[src/rtl/glitcher_pkg.sv]
// Shared definitions for the glitcher clock/reset infrastructure:
// reset-sequencer state encoding and default timing parameters.
package glitcher_pkg;

  typedef enum logic [1:0] {
    WAIT_LOCK = 2'd0,
    STABLE    = 2'd1,
    STAGGER   = 2'd2,
    RUN       = 2'd3
  } seq_state_e;

  localparam int unsigned DEFAULT_STABLE_CYCLES  = 1024;
  localparam int unsigned DEFAULT_STAGGER_CYCLES = 16;
  localparam logic [7:0]  LOSS_COUNT_MAX         = 8'hFF;

  function automatic int unsigned max_u(input int unsigned a, input int unsigned b);
    return (a > b) ? a : b;
  endfunction

endpackage

[src/rtl/sync_ff.sv]
// N-stage single-bit synchronizer with asynchronous active-low clear.
// Also used for external trigger inputs.
module sync_ff #(
  parameter int unsigned STAGES = 2
) (
  input  logic clk,
  input  logic rst_n,
  input  logic d_i,
  output logic q_o
);

  logic [STAGES-1:0] sync_q;

  // NOTE: clocked state is written with non-blocking assignments so every
  // stage samples the value its predecessor held before the edge.
  always_ff @(posedge clk or negedge rst_n) begin
    if (!rst_n) begin
      sync_q <= '0;
    end else begin
      sync_q <= {sync_q[STAGES-2:0], d_i};
    end
  end

  assign q_o = sync_q[STAGES-1];

endmodule

[src/rtl/pll_reset_seq.sv]
// Holds core and glitch-engine resets until PLL lock has been stable, releases
// them in order, and records lock losses that occur after release.
module pll_reset_seq
  import glitcher_pkg::*;
#(
  parameter int unsigned STABLE_CYCLES  = DEFAULT_STABLE_CYCLES,
  parameter int unsigned STAGGER_CYCLES = DEFAULT_STAGGER_CYCLES,
  parameter int unsigned SYNC_STAGES    = 2
) (
  input  logic       clock_in,
  input  logic       reset_n,
  input  logic       locked,
  input  logic       clear_lost,
  output logic       core_reset_n,
  output logic       glitch_reset_n,
  output logic       ready,
  output logic       lock_lost,
  output logic [7:0] loss_count
);

  localparam int unsigned CNT_W = $clog2(max_u(STABLE_CYCLES, STAGGER_CYCLES) + 1);
  localparam logic [CNT_W-1:0] STABLE_LAST  = CNT_W'(STABLE_CYCLES - 1);
  localparam logic [CNT_W-1:0] STAGGER_LAST = CNT_W'(STAGGER_CYCLES - 1);

  logic              locked_s;
  seq_state_e        state_q, state_d;
  logic [CNT_W-1:0]  cnt_q, cnt_d;
  logic              core_q, core_d;
  logic              glitch_q, glitch_d;
  logic              ready_q, ready_d;
  logic              lost_q, lost_d;
  logic [7:0]        loss_cnt_q, loss_cnt_d;
  logic              loss;

  sync_ff #(.STAGES(SYNC_STAGES)) u_lock_sync (
    .clk   (clock_in),
    .rst_n (reset_n),
    .d_i   (locked),
    .q_o   (locked_s)
  );

  // NOTE: every signal driven here gets a default first, so no path leaves it
  // unassigned and no latch is inferred.
  always_comb begin
    state_d    = state_q;
    cnt_d      = cnt_q;
    lost_d     = lost_q;
    loss_cnt_d = loss_cnt_q;
    loss       = 1'b0;

    case (state_q)
      WAIT_LOCK: begin
        cnt_d = '0;
        if (locked_s) state_d = STABLE;
      end
      STABLE: begin
        if (!locked_s) begin
          state_d = WAIT_LOCK;
          cnt_d   = '0;
        end else if (cnt_q == STABLE_LAST) begin
          state_d = STAGGER;
          cnt_d   = '0;
        end else begin
          cnt_d = cnt_q + 1'b1;
        end
      end
      STAGGER: begin
        if (!locked_s) begin
          loss = 1'b1;
        end else if (cnt_q == STAGGER_LAST) begin
          state_d = RUN;
          cnt_d   = '0;
        end else begin
          cnt_d = cnt_q + 1'b1;
        end
      end
      RUN: begin
        if (!locked_s) loss = 1'b1;
      end
      default: state_d = WAIT_LOCK;
    endcase

    if (loss) begin
      state_d = WAIT_LOCK;
      cnt_d   = '0;
    end

    // A clear applied with a loss on the same edge still records that loss.
    if (clear_lost) begin
      lost_d     = 1'b0;
      loss_cnt_d = '0;
    end
    if (loss) begin
      lost_d     = 1'b1;
      loss_cnt_d = (loss_cnt_d == LOSS_COUNT_MAX) ? loss_cnt_d : loss_cnt_d + 8'd1;
    end

    core_d   = (state_d == STAGGER) || (state_d == RUN);
    glitch_d = (state_d == RUN);
    ready_d  = (state_d == RUN);
  end

  always_ff @(posedge clock_in or negedge reset_n) begin
    if (!reset_n) begin
      state_q    <= WAIT_LOCK;
      cnt_q      <= '0;
      core_q     <= 1'b0;
      glitch_q   <= 1'b0;
      ready_q    <= 1'b0;
      lost_q     <= 1'b0;
      loss_cnt_q <= '0;
    end else begin
      state_q    <= state_d;
      cnt_q      <= cnt_d;
      core_q     <= core_d;
      glitch_q   <= glitch_d;
      ready_q    <= ready_d;
      lost_q     <= lost_d;
      loss_cnt_q <= loss_cnt_d;
    end
  end

  assign core_reset_n   = core_q;
  assign glitch_reset_n = glitch_q;
  assign ready          = ready_q;
  assign lock_lost      = lost_q;
  assign loss_count     = loss_cnt_q;

endmodule
[config.mk]
export PLATFORM = sky130hd
export DESIGN_NAME = pll_reset_seq
export DESIGN_NICKNAME = d
export VERILOG_FILES = /design/src/rtl/glitcher_pkg.sv /design/src/rtl/sync_ff.sv /design/src/rtl/pll_reset_seq.sv
export SDC_FILE = /design/constraint.sdc
export NUM_CORES = 1
export LEC_CHECK = 0
export BUFFER_PORTS_ARGS = -buffer_cell sky130_fd_sc_hd__buf_2
export CORE_ASPECT_RATIO = 0.5
export CORE_UTILIZATION = 35
export CTS_CLUSTER_SIZE = 8
export DETAILED_ROUTE_END_ITERATION = 10
export PLACE_DENSITY = 0.63
export SLEW_MARGIN = 25
export SYNTH_ARGS = -nofsm -noshare
export SYNTH_HDL_FRONTEND = slang
export SYNTH_HIERARCHICAL = 1
export SYNTH_SLANG_ARGS = --single-unit
[constraint.sdc]
create_clock -name clock_in -period 2.45 [get_ports clock_in]
set_input_delay 0.1225 -clock clock_in [delete_from_list [all_inputs] [get_ports clock_in]]
set_output_delay 0.1225 -clock clock_in [all_outputs]
set_load 0.05 [all_outputs]
==> report_table.html <==
<table>
<tr><th>Metric</th><th>Value</th></tr>
<tr><th colspan="2">Status</th></tr>
<tr><td>Result of the run</td><td>finished clean</td></tr>
<tr><th colspan="2">CTS</th></tr>
<tr><td>Clock Path Buffers</td><td>2</td></tr>
<tr><td>Later-pin clock latency in the skew report</td><td>0.27 ns</td></tr>
<tr><td>Number of clock sinks seen by CTS</td><td>26</td></tr>
<tr><td>Root buf cell</td><td>clkbuf_8</td></tr>
<tr><td>Post-CTS Setup Repair Bufs</td><td>0</td></tr>
<tr><td>Cts hold-fix bufs</td><td>2</td></tr>
<tr><td>Clock input transition at the sequential cells of the worst setup and hold paths</td><td>0.09 ns</td></tr>
<tr><td>Number of CTS-inserted buffers</td><td>3</td></tr>
<tr><td>Cts repair resizes</td><td>0</td></tr>
<tr><td>Number of levels the H-tree was split into</td><td>1</td></tr>
<tr><td>Clock tree from TritonCTS</td><td>yes</td></tr>
<tr><th colspan="2">Timing</th></tr>
<tr><td>Final Slew Violations</td><td>0</td></tr>
<tr><td>Period Utilization, post-route</td><td>79.5%</td></tr>
<tr><td>Total Neg Setup Slack</td><td>0 ns</td></tr>
<tr><td>Worst Max-Slew Pin Slew</td><td>0.581 ns</td></tr>
<tr><td>Hold Vio Cnt, Final</td><td>0</td></tr>
<tr><td>RSZ-0062 raised after global routing</td><td>false</td></tr>
<tr><td>Clk_skew</td><td>0.00796 ns</td></tr>
<tr><td>Setup violations, final</td><td>0</td></tr>
<tr><td>Final worst path period need</td><td>1.95 ns</td></tr>
<tr><td>Tightest slew margin relative to the limit</td><td>61.3%</td></tr>
<tr><td>Timing-limited maximum frequency</td><td>514 MHz</td></tr>
<tr><th colspan="2">Logic synthesis</th></tr>
<tr><td>Post-Synth Adder-Cell Area</td><td>4.82%</td></tr>
<tr><td>Synth Warn #</td><td>6</td></tr>
<tr><td>Synthesized Nets</td><td>170</td></tr>
<tr><td>Post-Synthesis Mean Instance Area</td><td>9.74 um2</td></tr>
<tr><td>FF+latch count, synth</td><td>26</td></tr>
<tr><td>Share of cell area taken by muxes after synthesis</td><td>2.65%</td></tr>
<tr><td>Post-synthesis sequential area ratio</td><td>41.8%</td></tr>
<tr><td>Largest family of logic cells by synthesized area</td><td>simple AND/OR/NAND/NOR gates</td></tr>
<tr><td>Share of the synthesized area in compound gates (AO/OA/AOI/OAI)</td><td>21.4%</td></tr>
<tr><td>Mapped cell area</td><td>1560 um2</td></tr>
<tr><td>Simple logic cell fraction of the synthesized area</td><td>23.1%</td></tr>
<tr><td>Share of flip-flops with an asynchronous set or reset after synthesis</td><td>100%</td></tr>
<tr><td>Count of distinct cell types in the synthesized netlist</td><td>45</td></tr>
<tr><td>Synth Area in XOR/XNOR</td><td>2.81%</td></tr>
<tr><td>Post-Synthesis Cells</td><td>160</td></tr>
<tr><td>Number of enable flip-flop cells after synthesis</td><td>0</td></tr>
<tr><td>Synth Flop Type</td><td>dfrtp_1</td></tr>
<tr><th colspan="2">Die</th></tr>
<tr><td>Placeable core region</td><td>4080 um2</td></tr>
<tr><td>Number of ports placed on the die boundary</td><td>16</td></tr>
<tr><td>Count of standard-cell rows</td><td>16</td></tr>
<tr><td>Floorplan die height</td><td>49.2 um</td></tr>
<tr><td>DIE AREA</td><td>4740 um2</td></tr>
<tr><td>Chip width</td><td>96.3 um</td></tr>
<tr><td>Initial Utilization</td><td>38.1%</td></tr>
<tr><th colspan="2">Critical path</th></tr>
<tr><td>Start point of the critical path</td><td>loss_count[1]$_DFF_PN0_</td></tr>
<tr><td>Depth of the worst register-to-register path</td><td>5</td></tr>
<tr><td>Arrival time of the worst setup path</td><td>2.10 ns</td></tr>
<tr><td>Start of the worst register-to-register path</td><td>loss_count[1]$_DFF_PN0_</td></tr>
<tr><td>Maximum fanout along the worst path</td><td>4</td></tr>
<tr><td>Required time at the endpoint of the critical path</td><td>2.61 ns</td></tr>
<tr><td>Crit path kind</td><td>reg2reg</td></tr>
<tr><td>Kind of end point of the critical path</td><td>register</td></tr>
<tr><td>Category of the worst setup path launch point</td><td>register</td></tr>
<tr><th colspan="2">Pwr</th></tr>
<tr><td>Peak supply drop</td><td>315 uV</td></tr>
<tr><td>PwrDens</td><td>535 nW/um2</td></tr>
<tr><td>Leak pwr</td><td>0.000782 uW</td></tr>
<tr><th colspan="2">Hold path</th></tr>
<tr><td>Path category of the worst min-delay check</td><td>in2reg</td></tr>
<tr><td>Worst hold path cell count</td><td>2</td></tr>
<tr><td>Worst Min Path Start</td><td>clear_lost</td></tr>
<tr><th colspan="2">GRT</th></tr>
<tr><td>Pin count of the biggest net entering global routing</td><td>27</td></tr>
<tr><td>GRT Overall Usage</td><td>15.8%</td></tr>
<tr><td>Via count of the first global-routing pass</td><td>1,254</td></tr>
<tr><td>Initial antenna violation count</td><td>0</td></tr>
<tr><td>Remaining global-route overflow</td><td>0</td></tr>
<tr><td>Wire length of the first global-routing pass</td><td>5.75 mm</td></tr>
<tr><th colspan="2">Place</th></tr>
<tr><td>Sum of net half-perimeters after detailed placement</td><td>2.34 mm</td></tr>
<tr><td>RePlAce Congestion</td><td>0.802</td></tr>
<tr><td>Buffers on Ports</td><td>15</td></tr>
<tr><th colspan="2">Layout</th></tr>
<tr><td>Antenna cell count</td><td>0</td></tr>
<tr><td>Utilization of the core after routing</td><td>43.0%</td></tr>
<tr><td>Post-layout nets</td><td>190</td></tr>
<tr><td>Signed area change from the synthesized netlist to the final layout</td><td>12.8%</td></tr>
<tr><td>Share of post-route cells with drive strength above 1</td><td>17.4%</td></tr>
<tr><th colspan="2">Drt</th></tr>
<tr><td>Residual antenna-violating net count after detailed routing</td><td>0</td></tr>
<tr><td>Average via count per standard cell</td><td>5.35</td></tr>
<tr><td>Routed wire per std cell</td><td>13.6 um</td></tr>
<tr><td>Drt first pass iters</td><td>4</td></tr>
<tr><td>Routed via count</td><td>1,241</td></tr>
<tr><td>Number of DRC markers after the initial detailed-route iteration</td><td>41</td></tr>
<tr><td>WL final</td><td>3.16 mm</td></tr>
<tr><td>Detailed-route DRC error count</td><td>0</td></tr>
<tr><th colspan="2">Flow run</th></tr>
<tr><td>Max-cap violation count</td><td>0</td></tr>
</table>
## power breakdown
part           total, uW  internal, uW  switching [uW]  leakage [uW]
Combinational        220          81.6             138      0.000405
Clock                243           110             133     0.0000216
Sequential           476           447            28.5      0.000356
## per-stage QoR
step           worst slack [ns]  total power (uW)  std cells  instance area, um2  hold slack (ns)
3_5_place_dp              0.514               702        227                1700            0.162
4_1_cts                   0.488               948        232                1760            0.144
5_1_grt                   0.390               995        232                1760            0.161
3_3_place_gp              0.523               696        227                1700            0.154
6_report                  0.503               939        232                1760            0.149
2_1_floorplan             0.424               627        160                1560           -0.173
## state kept, by name (all words and copies together) (netlist names)
name / cells
u_lock_sync/sync_q: 2
cnt_q: 11
loss_count: 8
state_q: 2
lock_lost: 1
ready: 1
core_reset_n: 1
## synthesized netlist by cell type (2+ instances only)
| library cell | count | share of area [%] |
|---|---|---|
| o21ai_0 | 4 | 1.3 |
| nor2b_1 | 7 | 2.8 |
| a21oi_1 | 3 | 0.96 |
| and3_1 | 4 | 1.6 |
| and4b_1 | 3 | 1.9 |
| mux2i_1 | 3 | 1.9 |
| xnor2_1 | 3 | 1.7 |
| nand2b_1 | 2 | 0.80 |
| clkbuf_1 | 2 | 0.48 |
| o21ai_1 | 3 | 0.96 |
| o221a_2 | 3 | 2.2 |
| ha_1 | 6 | 4.8 |
| nor3_1 | 6 | 1.9 |
| inv_1 | 9 | 2.2 |
| xor2_1 | 2 | 1.1 |
| o21a_1 | 3 | 1.4 |
| nand3_1 | 5 | 1.6 |
| nand2_1 | 24 | 5.8 |
| nor4_1 | 2 | 0.80 |
| nor2_1 | 5 | 1.2 |
| dfrtp_1 | 26 | 42 |
| o221ai_1 | 6 | 3.4 |
| a31oi_1 | 6 | 2.4 |
| and2_1 | 2 | 0.80 |
## kinds of logic after synthesis
| logic type | Yosys count |
|---|---|
| AOI/OAI and AO/OA | 40 |
| xor gates and xnor gates | 5 |
| adders and majority gates | 6 |
| buffers and inverters | 13 |
| DFF | 26 |
| muxes | 4 |
| and+or+nand+nor | 66 |
## layer usage
metal,up-vias,wire (um),share of wire [%],track usage [%]
met5,-,0,0,0
met4,0,27,0.85,3.92
met3,2,94,3.0,2.96
met2,18,1360,43,26.1
met1,589,1690,53,21.3
li1,632,-,-,-
## cell type report
type | instances | area, um2
fillers | 415 | 2330
multi-input cells | 121 | 853
flip-flops and latches | 26 | 651
repair buffers | 19 | 110
well taps | 54 | 67.6
clock buffers | 3 | 41.3
inverters | 9 | 33.8
## layout by cell type, fill, tap and decap left out, types with 2 or more instances in the layout
| master | count |
|---|---|
| o21ai_1 | 3 |
| o21ai_0 | 4 |
| o221a_2 | 3 |
| buf_4 | 2 |
| ha_1 | 6 |
| a31oi_1 | 6 |
| nand2b_1 | 2 |
| nor4_1 | 2 |
| and3_1 | 4 |
| nand2_1 | 24 |
| xnor2_1 | 3 |
| dlygate4sd3_1 | 2 |
| o221ai_1 | 6 |
| and4b_1 | 3 |
| clkbuf_8 | 3 |
| inv_1 | 9 |
| dfrtp_1 | 26 |
| nor2b_1 | 7 |
| and2_1 | 2 |
| nand3_1 | 5 |
| nor2_1 | 5 |
| mux2i_1 | 3 |
| buf_2 | 15 |
| nor3_1 | 6 |
| o21a_1 | 3 |
| xor2_1 | 2 |
| a21oi_1 | 3 |
## critical path, stage by stage, from the launching register on
cell	delay [ns]
dfrtp_1	0.42
nor2b_1	0.16
ha_1	0.21
and4b_1	0.24
a31oi_1	0.42
mux2_2	0.39
## worst paths after layout
check                                                       end  slack (ns)
worst max-delay path                    loss_count[1]$_DFF_PN0_        0.50
worst min-delay path                    loss_count[3]$_DFF_PN0_        0.15
worst max register to register          loss_count[1]$_DFF_PN0_        0.50
worst min register to register  u_lock_sync/sync_q[1]$_DFF_PN0_        0.36
max in group asynchronous               loss_count[6]$_DFF_PN0_        1.69
min in group asynchronous                  cnt_q[7]$_DFFE_PN0P_        0.37
(Power assumes the default switching activity.)
